<file path="config.mk">
export PLATFORM = sky130hd
export DESIGN_NAME = pixel_dispatcher
export DESIGN_NICKNAME = d
export VERILOG_FILES = /design/src/rtl/julia_pkg.sv /design/src/rtl/coord_stepper.sv /design/src/rtl/pixel_dispatcher.sv
export SDC_FILE = /design/constraint.sdc
export NUM_CORES = 1
export LEC_CHECK = 0
export CORE_ASPECT_RATIO = 0.7
export CORE_UTILIZATION = 30
export CTS_BUF_LIST = sky130_fd_sc_hd__clkbuf_8
export DETAILED_ROUTE_END_ITERATION = 16
export PLACE_DENSITY_LB_ADDON = 0.05
export SLEW_MARGIN = 20
export SYNTH_ARGS = -nofsm -noshare
export SYNTH_HDL_FRONTEND = slang
export SYNTH_SLANG_ARGS = --single-unit
</file>
<file path="constraint.sdc">
create_clock -name CLK -period 3.98 [get_ports CLK]
set_input_delay 0.796 -clock CLK [delete_from_list [all_inputs] [get_ports CLK]]
set_output_delay 0.796 -clock CLK [all_outputs]
set_load 0.01 [all_outputs]
</file>
<file path="src/rtl/julia_pkg.sv">
// Shared types and defaults for the Julia-set frame renderer.
// Coordinates are Q16.16 two's-complement. Adds and subtracts wrap on purpose:
// there is no saturation anywhere in the coordinate path.
package julia_pkg;

  // Q16.16 fixed-point coordinate
  typedef logic signed [31:0] q16_16_t;

  // Default screen geometry
  localparam int H_RES_DEFAULT = 640;
  localparam int V_RES_DEFAULT = 480;

  // Linear framebuffer address width. 640*480-1 = 307199 fits in 19 bits.
  localparam int ADDR_W = 19;

  // Number of WAIT_ACK cycles with calc_done still high before the request is re-issued
  localparam int ACK_TIMEOUT = 4;

  // Dispatcher control states
  typedef enum logic [2:0] {
    IDLE,
    ISSUE,
    WAIT_ACK,
    WAIT_DONE,
    WRITE,
    FRAME_END
  } state_t;

  // Wrapping Q16.16 add
  function automatic q16_16_t q_add(input q16_16_t a, input q16_16_t b);
    return a + b;
  endfunction

  // Wrapping Q16.16 subtract
  function automatic q16_16_t q_sub(input q16_16_t a, input q16_16_t b);
    return a - b;
  endfunction

endpackage

</file>
<file path="src/rtl/coord_stepper.sv">
// Raster walker. It tracks column, row and linear address, and keeps the
// complex-plane coordinate of the current pixel. init loads the top-left
// pixel. advance moves to the next pixel in raster order. The stepper stays
// on the last pixel, so the address never passes H_RES*V_RES-1.
module coord_stepper
  import julia_pkg::*;
#(
  parameter int      H_RES = H_RES_DEFAULT,
  parameter int      V_RES = V_RES_DEFAULT,
  parameter q16_16_t X_MIN = 32'shFFFE_0000,
  parameter q16_16_t Y_MAX = 32'sh0001_8000,
  parameter q16_16_t STEP  = 32'sh0000_0199
) (
  input  logic                CLK,
  input  logic                RESET,
  input  logic                init,
  input  logic                advance,
  output logic signed [31:0]  z_real,
  output logic signed [31:0]  z_imag,
  output logic [ADDR_W-1:0]   addr,
  output logic                last
);

  logic [15:0] col;
  logic [15:0] row;
  logic        col_end;
  logic        row_end;

  assign col_end = (col == 16'(H_RES - 1));
  assign row_end = (row == 16'(V_RES - 1));
  assign last    = col_end && row_end;

  // Raster position and coordinates: load on init, otherwise step on each completed pixel
  always_ff @(posedge CLK) begin
    if (RESET) begin
      col    <= '0;
      row    <= '0;
      z_real <= '0;
      z_imag <= '0;
      addr   <= '0;
    end else if (init) begin
      col    <= '0;
      row    <= '0;
      z_real <= X_MIN;
      z_imag <= Y_MAX;
      addr   <= '0;
    end else if (advance && !last) begin
      addr <= addr + ADDR_W'(1);
      if (col_end) begin
        // End of line: return to the left edge and move down one line (imaginary axis decreases)
        col    <= '0;
        z_real <= X_MIN;
        row    <= row + 16'd1;
        z_imag <= q_sub(z_imag, STEP);
      end else begin
        col    <= col + 16'd1;
        z_real <= q_add(z_real, STEP);
      end
    end
  end

endmodule

</file>
<file path="src/rtl/pixel_dispatcher.sv">
// Frame sequencer for the Julia renderer. For each pixel it hands z0 and the
// constant c to an external iteration engine, waits for the result, and
// writes the intensity to the framebuffer in raster order. The constant c is
// latched at frame start, so a frame always renders one Julia set even if the
// inputs change while the frame is in progress.
module pixel_dispatcher
  import julia_pkg::*;
#(
  parameter int      H_RES = H_RES_DEFAULT,
  parameter int      V_RES = V_RES_DEFAULT,
  parameter q16_16_t X_MIN = 32'shFFFE_0000,
  parameter q16_16_t Y_MAX = 32'sh0001_8000,
  parameter q16_16_t STEP  = 32'sh0000_0199
) (
  input  logic                CLK,
  input  logic                RESET,
  input  logic                frame_start,
  input  logic signed [31:0]  real_var_in,
  input  logic signed [31:0]  imag_var_in,
  output logic                calc_start,
  output logic signed [31:0]  calc_z_real,
  output logic signed [31:0]  calc_z_imag,
  output logic signed [31:0]  calc_real_var,
  output logic signed [31:0]  calc_imag_var,
  input  logic                calc_done,
  input  logic [7:0]          calc_intensity,
  output logic                fb_we,
  output logic [18:0]         fb_addr,
  output logic [7:0]          fb_data,
  input  logic                fb_ready,
  output logic                busy,
  output logic                frame_done
);

  state_t      state;
  state_t      state_next;
  logic [1:0]  ack_cnt;
  logic        ack_expired;
  logic        start_frame;
  logic        write_done;
  logic        pixel_last;

  // A frame starts only from IDLE. A start request while busy is ignored.
  assign start_frame = (state == IDLE) && frame_start;
  // The write handshake completes in the cycle where fb_we and fb_ready are both high
  assign write_done  = (state == WRITE) && fb_ready;
  // The engine never dropped calc_done, so it probably missed the request
  assign ack_expired = (ack_cnt == 2'(ACK_TIMEOUT - 1));

  // State register
  always_ff @(posedge CLK) begin
    if (RESET) state <= IDLE;
    else       state <= state_next;
  end

  // Next-state logic
  always_comb begin
    state_next = state;
    case (state)
      IDLE:      if (frame_start) state_next = ISSUE;
      ISSUE:     state_next = WAIT_ACK;
      WAIT_ACK: begin
        if (!calc_done)       state_next = WAIT_DONE;
        else if (ack_expired) state_next = ISSUE;
      end
      WAIT_DONE: if (calc_done) state_next = WRITE;
      WRITE:     if (fb_ready) state_next = pixel_last ? FRAME_END : ISSUE;
      FRAME_END: state_next = IDLE;
      default:   state_next = IDLE;
    endcase
  end

  // State-decoded outputs
  always_comb begin
    calc_start = (state == ISSUE);
    fb_we      = (state == WRITE);
    busy       = (state != IDLE);
    frame_done = (state == FRAME_END);
  end

  // Acknowledge watchdog: counts WAIT_ACK cycles in which calc_done is still high
  always_ff @(posedge CLK) begin
    if (RESET)                  ack_cnt <= '0;
    else if (state != WAIT_ACK) ack_cnt <= '0;
    else if (calc_done)         ack_cnt <= ack_cnt + 2'd1;
  end

  // Julia constant, captured once per frame so the engine never sees the live inputs
  always_ff @(posedge CLK) begin
    if (RESET) begin
      calc_real_var <= '0;
      calc_imag_var <= '0;
    end else if (start_frame) begin
      calc_real_var <= real_var_in;
      calc_imag_var <= imag_var_in;
    end
  end

  // Result capture: intensity is valid in the cycle calc_done rises. It is held through WRITE.
  always_ff @(posedge CLK) begin
    if (RESET)                                 fb_data <= '0;
    else if ((state == WAIT_DONE) && calc_done) fb_data <= calc_intensity;
  end

  coord_stepper #(
    .H_RES (H_RES),
    .V_RES (V_RES),
    .X_MIN (X_MIN),
    .Y_MAX (Y_MAX),
    .STEP  (STEP)
  ) u_stepper (
    .CLK     (CLK),
    .RESET   (RESET),
    .init    (start_frame),
    .advance (write_done),
    .z_real  (calc_z_real),
    .z_imag  (calc_z_imag),
    .addr    (fb_addr),
    .last    (pixel_last)
  );

endmodule

</file>
# Word level (Yosys, flattened, before mapping)
# Cells that the tools add are included.
word_totals:
  out_inout_bits: 159
  regBits: 192
  in_bits: 77
classes:
  n_reduce_logical: 15
  mux: 14
  addsub: 6
  n_eq_ne: 13
ops:
  columns: ["operator", "count"]
  rows:
  - ["$mux 32", 3]
  - ["$mux 17", 3]
  - ["$add 16x1->16 const B", 2]
  - ["$add 32x10->32 const B", 1]
  - ["$sub 32x10->32 const B", 1]
  - ["$add 19x1->19 const B", 1]
  - ["$mux 3", 6]
  - ["$eq 16x10->1 const B", 1]
  - ["$eq 16x9->1 const B", 1]
  - ["$mux 16", 1]
  - ["$pmux 3 s5", 1]
  - ["$eq 3x2->1 const B", 2]
  - ["$eq 3x3->1 const B", 2]
  - ["$logic_and 1x1->1", 5]
  - ["$ne 2x2->1 const B", 2]
  - ["$reduce_and 2->1", 2]
  - ["$reduce_and 4->1", 1]
  - ["$reduce_bool 2->1", 2]
  - ["$reduce_or 2->1", 2]
  - ["$eq 3x1->1 const B", 1]
  - ["$logic_not 3->1", 1]
  - ["$ne 3x2->1 const B", 1]
  - ["$ne 3x3->1 const B", 1]
  - ["$reduce_bool 3->1", 1]
  - ["4 further kinds", 4]

# Longest topological paths before layout
# Gate-level depths: netlist of run 1.
logic_depth:
  depth_word: 6
  mapped_depth: 9

# Hierarchy
# From an unflattened synthesis of run 1, not the netlist that was laid out.
unflattened:
  hier_cells: 1047
  area_unflattened_um2: 8789.7
by_module_without_submodules:
  columns: ["module", "area_each_um2", "n_inst", "cells_per_inst"]
  rows:
  - ["coord_stepper", 5938.2, 1, 695]
  - ["pixel_dispatcher", 2851.5, 1, 352]

# Worst setup path after synthesis of run 1
# Ideal clock, no wire load.
synth_timing:
  kind: "register -> register"
  startpoint: "register u_stepper.z_imag[9]"
  endpoint: "register u_stepper.z_imag[31]"
  path_stages_with_launch: 7
  required_ns: 3.910
  slack_ns: 1.545
  path_buffers: 1
  arrival_ns: 2.365
  setup_ns: 0.070
  cell_sequence: "dfxtp_1 or4_1 buf_2 or2_4 or4_4 or4_1 a21oi_1"
synth_between:
  elab_chain_len: 1
synth_lines:
  columns: ["item", "line", "source"]
  rows:
  - ["from (decl)", "coord_stepper.sv:19", "output logic signed [31:0] z_imag,"]
  - ["from (signal assigned)", "coord_stepper.sv:54", "z_imag <= q_sub(z_imag, STEP);"]
  - ["$sub 32x10->32", "julia_pkg.sv:36", "return a - b;"]
# Every way passes these cells.
# A chain may end at the register's enable or synchronous reset.

# Worst setup path after layout of run 1
layout_timing:
  startpoint: "input fb_ready"
  endpoint: "register u_stepper.z_imag[25]"
layout_between:
  elab_chain_len: 3
layout_lines:
  columns: ["item", "line", "source"]
  rows:
  - ["from (decl)", "pixel_dispatcher.sv:30", "input logic fb_ready,"]
  - ["$logic_and 1x1->1", "pixel_dispatcher.sv:46", "assign write_done = (state == WRITE) && fb_ready;"]
  - ["$logic_and 1x1->1", "coord_stepper.sv:47", "end else if (advance && !last) begin"]
  - ["$reduce_and 2->1 (no source line)", null, null]
# Every way passes these cells.

==> summary.txt, run 1 <==
drt first pass iters - 5
Residual DRC - 0
top cell type by total area after synthesis - dfxtp_1
gr usage total - 0.190
largest net degree at the start of global routing - 92
maxcap violations - 0
final setup vio count - 0
Layout Skew - 0.0211 ns
Final min period - 2.82 ns
Max clock buf depth - 2
slowest cell delay on critical path - 0.58 ns
total CTS buffers - 17
Post-Syn Instances - 1027
Final Cycle Share - 0.709
setup TNS - 0 ns
Least-Margin Pin Slew - 1.07 ns
Clock Latency Late Sink - 0.47 ns
Mapped Area - 0.00842 mm2
Seq/Total Area, Yosys - 0.457
largest cells by area after synthesis - dfxtp_1, nand2_1, a21oi_1
DIE AREA - 0.0287 mm2
syn_nets - 1110
Worst EP arrival - 3.22 ns
CTS tree - done
maximum VDD drop - 0.000189 V
Top FF cell, synth - dfxtp_1
1st-iter DRT viols - 440
first-pass GRT wire length - 43.3 mm
nets@finish - 1319
number of global-route vias before repair - 7434
H-Tree Level Count - 4
cell chain of the critical path - clkdlybuf4s50_1, nand4bb_1, buf_4, nor4_1, nand4_1, or4_1, a21oi_1
RSZ-0062 raised after global routing - no
core area - 0.0272 mm2
EDFF count, synth - 0
Inserted Diodes - 0
DR vias - 8183
area share of the largest cell type after synthesis - 0.457
Slew HR - 0.288
clock root cell - clkbuf_8
fin. max-slew vios - 0
DIE HEIGHT - 142 um
share of cells above drive strength 1 - 0.0585
run status - completed
Die Width - 202 um
# resized after CTS - 0
Routed WL - 27.6 mm
Inst Count DP - 1581
CP delay by family, top - simple AND/OR/NAND/NOR gates
HP Class - register to register
crit path max-delay cell type - clkdlybuf4s50_1
Ys Warns - 0
post-route ant nets - 0
critical path type - primary input to register
Synth cell types - 60
final hold viol count - 0
CP endpoint kind - register
number of clock sinks - 192
Post-CTS Setup Bufs - 0
count leader, synth - dfxtp_1
site row count - 50
asr flop ratio synth - 0
DP Wirelength - 18.6 mm
critical path data required time - 4.38 ns
WP buf/inv - 2
Initial Util - 0.310
Commonest cells post-synth - dfxtp_1, nand2_1, a21oi_1, nor2_1, clkbuf_1
initial antenna violation count - 0
P per Cell Area - 341 mW/mm2
Via-to-Cell Ratio - 5.08
grt total ovfl - 0
clock-pin slew on the worst setup and hold paths - 0.09 ns
# IOs - 236
per-cell routed wire length - 17.1 um
# port buffers - 235
P&R area growth vs syn - 37.0%
gpl congestion - 0.786
Fmax - 0.354 GHz
Hold Buf Count CTS - 0
Final Non-Filler Cells - 1612
CP max FO - 22
Avg Inst Size Synth - 8.19 um2
Pleak - 3.84 nW
Synth Register Bits - 192
hold slack - 0.458 ns
Util after Layout - 0.425
CP Launch Type - primary input
Pwr Total - 3.93 mW
state kept, by name, summed over array words and instances (netlist names), 3 cells and up:
register,cells
calc_real_var,32
u_stepper.row,16
calc_imag_var,32
state,3
u_stepper.addr,19
fb_data,8
u_stepper.z_real,32
u_stepper.z_imag,32
u_stepper.col,16
area by class of cell:
type	count	area, um2
Fill cell	2786	15600
Multi-Input combinational cell	757	4300
Sequential cell	192	3840
Timing Repair Buffer	253	2510
Tap cell	364	455
Clock buffer	19	262
Clock inverter	12	97.6
Inverter	15	56.3
worst reg2reg max path, stage by stage, from the launching register on:
cell and delay (ns):
dfxtp_1 0.44, ha_1 0.33, and3b_1 0.22, and4_1 0.22, buf_4 0.26, nand4_1 0.45
or4_2 0.69, a21oi_1 0.16
logic make-up after synthesis:
logic type	count (synthesis)	synth area share
xor+xnor	42	0.0437
simple gates	448	0.264
buf+inv	78	0.0367
fa+ha+maj	6	0.00892
mux	6	0.00714
compound gates	255	0.183
flops	192	0.457
power breakdown:
group | leakage, nW | switching, mW | total (mW) | internal [mW]
sequential | 1.56 | 0.0675 | 2.07 | 2.00
combinational | 2.11 | 0.319 | 0.624 | 0.304
clock | 0.179 | 0.717 | 1.23 | 0.517
total | 3.84 | 1.10 | 3.93 | 2.82
metrics by stage:
step,setup slack [ns],instance area [um2]
after floorplan,1.54,8420
after global placement,0.782,11200
after detailed placement,0.674,11200
after CTS,1.18,11500
after global routing,0.891,11500
final,1.16,11500
path summary, 6_finish.rpt:
path                                to  slack, ns  cells past startpoint               from
hold reg to reg      calc_real_var[23]       0.46                      2  calc_real_var[23]
hold / removal       calc_real_var[23]       0.46                      2  calc_real_var[23]
setup / recovery  u_stepper.z_imag[25]       1.16                      7           fb_ready
setup reg to reg  u_stepper.z_imag[17]       1.17                      7   u_stepper.col[0]
cell usage in the layout (no fill, tap or decap), drive strengths merged, types with 5 or more instances in the layout:
master	synthesis	layout
nor3	23	23
clkinvlp	0	5
a211oi	6	6
nand4	27	27
o31ai	18	18
nand2	188	188
o22ai	6	6
clkdlybuf4s50	0	234
and2	5	5
or3	41	41
o211ai	7	7
nand3	23	23
xor2	16	16
a21oi	134	134
nor2	64	64
buf	12	19
and3	10	10
xnor2	26	26
o2111ai	5	5
a31o	6	6
o41ai	5	5
and4	11	11
ha	6	6
clkbuf	51	19
mux2i	6	6
a311oi	5	5
dfxtp	192	192
or4	26	26
inv	14	17
nor4	13	13
o21ai	34	34
a2111oi	6	6
routing by layer:
| layer | GRT usage | vias to the layer above | part of all wire |
|---|---|---|---|
| met5 | 0 | - | 0 |
| met2 | 0.277 | 190 | 0.43 |
| met4 | 0.0376 | 0 | 0.0057 |
| met1 | 0.283 | 3858 | 0.51 |
| li1 | - | 4127 | - |
| met3 | 0.0419 | 8 | 0.051 |
(Power assumes the default switching activity.)
==> run 2: changes to the inputs <==
clock period = 2.9 ns   (was 3.98 ns; I/O delays follow)
==> run 2 against run 1 <==
Sequential share of layout area down 1.0 points. Worst setup slack worse by 0.74 ns. First-iteration DRC count down 26%. Critical path type is now register to register. Highest routed layer unchanged.
==> summary.txt, run 2 (synthesis results as in run 1) <==
reg2reg end - u_stepper.z_imag[31]
flop2flop setup slack - 0.42 ns (-0.75 ns)
share of cells above drive strength 1 - 0.0807 (+0.0222)
first-pass GRT wire length - 42.2 mm (-2.4%)
final setup vio count - 0 (unchanged)
site row count - 50 (unchanged)
drt first pass iters - 5 (unchanged)
nets@finish - 1347 (+2.1%)
CP delay by family, top - simple AND/OR/NAND/NOR gates
Initial Util - 0.310 (unchanged)
Via-to-Cell Ratio - 5.00 (-1.5%)
Routed WL - 27.1 mm (-1.7%)
# port buffers - 235 (unchanged)
fin. max-slew vios - 0 (unchanged)
1st-iter DRT viols - 324 (-26%)
WP buf/inv - 0 (-2)
Hold Path Depth - 2 (unchanged)
DIE HEIGHT - 142 um (unchanged)
CP endpoint kind - register
met1 Use GR - 0.278 (-0.00477)
Inst Count DP - 1609 (+1.8%)
run status - completed
DP Wirelength - 18.8 mm (+1.1%)
Pleak - 4.05 nW (+5.5%)
Post-CTS Setup Bufs - 0 (unchanged)
Global Route met3 Usage - 0.0405 (-0.00137)
Most common cell on crit path - or4_4
maxcap violations - 0 (unchanged)
Least-Margin Pin Slew - 0.816 ns (-0.252 ns)
DIE AREA - 0.0287 mm2 (unchanged)
Pwr Total - 5.86 mW (+49%)
largest net degree at the start of global routing - 81 (-12%)
DR vias - 8201 (+0.22%)
cell count of the worst reg-to-reg path - 5 (-2)
CTS tree - done
total CTS buffers - 17 (unchanged)
final hold viol count - 0 (unchanged)
clock-pin slew on the worst setup and hold paths - 0.09 ns (about the same)
CP Launch Type - register
hold slack - 0.458 ns (-0.000236 ns)
cell chain of the critical path - or4_4, or3_1, or4_4, or4_1, a21oi_1
RSZ-0062 raised after global routing - no
Final Non-Filler Cells - 1640 (+1.7%)
CP max FO - 7 (-68%)
maximum VDD drop - 0.000322 V (+70%)
Worst Min Path Start - calc_imag_var[26]
Worst EP arrival - 2.89 ns (-0.33 ns)
# resized after CTS - 0 (unchanged)
P&R area growth vs syn - 41.3%
commonest cells after routing, fill and taps aside - clkdlybuf4s50_1, dfxtp_1, nand2_1, a21oi_1, nor2_1
gpl congestion - 0.777 (-1.1%)
Final min period - 2.48 ns
number of clock sinks - 192 (unchanged)
# IOs - 236 (unchanged)
HP Class - register to register
reg2reg start - u_stepper.z_imag[21]
slowest cell delay on critical path - 0.57 ns (about the same)
M2 GR Usage - 0.265 (-0.0128)
Residual DRC - 0 (unchanged)
grt total ovfl - 0 (unchanged)
Hold Buf Count CTS - 0 (unchanged)
Most Crowded Layer GR - met1
crit path max-delay cell type - or4_4
H-Tree Level Count - 4 (unchanged)
crit path launch - u_stepper.z_imag[21]
per-cell routed wire length - 16.5 um (-3.4%)
Clock Latency Late Sink - 0.48 ns (about the same)
P per Cell Area - 493 mW/mm2 (+45%)
critical path data required time - 3.31 ns (-1.07 ns)
Die Width - 202 um (unchanged)
Hold Crit Endpoint - calc_imag_var[26]
Fmax - 0.403 GHz
clock root cell - clkbuf_8
Placed Area - 0.0114 mm2 (+2.0%)
number of global-route vias before repair - 7376 (-0.78%)
initial antenna violation count - 0 (unchanged)
critical path type - register to register
Inserted Diodes - 0 (unchanged)
fin area - 0.0119 mm2 (+3.1%)
Final Cycle Share - 0.856
gr usage total - 0.186 (-0.00368)
Layout Skew - 0.0153 ns (-0.00584 ns)
core area - 0.0272 mm2 (unchanged)
post-route ant nets - 0 (unchanged)
leading cell type in the layout, fill and taps excluded - clkdlybuf4s50_1
Slew HR - 0.456 (+0.168)
number of fill cells - 2742 (-1.6%)
Max clock buf depth - 2 (unchanged)
run 2: cell count changes in the layout (fill, tap and decap cells not counted):
| cell | before | now |
|---|---|---|
| clkinvlp_4 | 5 | 1 |
| inv_1 | 17 | 15 |
| buf_12 | 2 | 4 |
| buf_4 | 17 | 43 |
| bufinv_16 | 1 | 6 |
| clkbuf_8 | 19 | 20 |
run 2: how the worst max path moves through the flow:
stage                                 to  slack (ns)  cells after the start
finish              u_stepper.z_imag[31]        0.42                      5
global route        u_stepper.z_imag[14]        0.20                      7
CTS                 u_stepper.z_real[29]        0.25                      8
detailed placement     u_stepper.addr[7]       -0.02                      9
global placement        u_stepper.row[9]        0.03                      6
floorplan           u_stepper.z_imag[31]        0.46                      6
run 2: report_power, final:
group | internal, mW | switching (mW)
clock network | 1.17 | 0.977
registers | 2.75 | 0.0766
logic | 0.432 | 0.456
total | 4.35 | 1.51
run 2: cell type report:
cell class	count	area [um2]	area share
Multi-Input combinational cell	757	4300	0.362
Clock inverter	11	210	0.0177
Tap cell	364	455	0.0383
Sequential cell	192	3840	0.323
Clock buffer	20	275	0.0232
Inverter	15	56.3	0.00474
Timing Repair Buffer	281	2750	0.231
run 2: routing by layer:
layer | up-vias | part of all wire
met5 | - | 0
met4 | 0 | 0.012
met3 | 19 | 0.047
met2 | 178 | 0.43
met1 | 3837 | 0.52
li1 | 4167 | -
run 2: through the flow:
| stage | utilization | TNS, ns | worst slack [ns] |
|---|---|---|---|
| floorplan | - | 0 | 0.465 |
| global placement | 0.420 | 0 | 0.0296 |
| detailed placement | 0.420 | -0.0338 | -0.0202 |
| CTS | 0.438 | 0 | 0.247 |
| global route | 0.438 | 0 | 0.200 |
| finish | 0.438 | 0 | 0.419 |
run 2: worst reg2reg max path: stages (launching register included):
cell and delay (ns):
dfxtp_1 0.38, or4_4 0.57, or3_1 0.40, or4_4 0.44
or4_1 0.47, a21oi_1 0.14
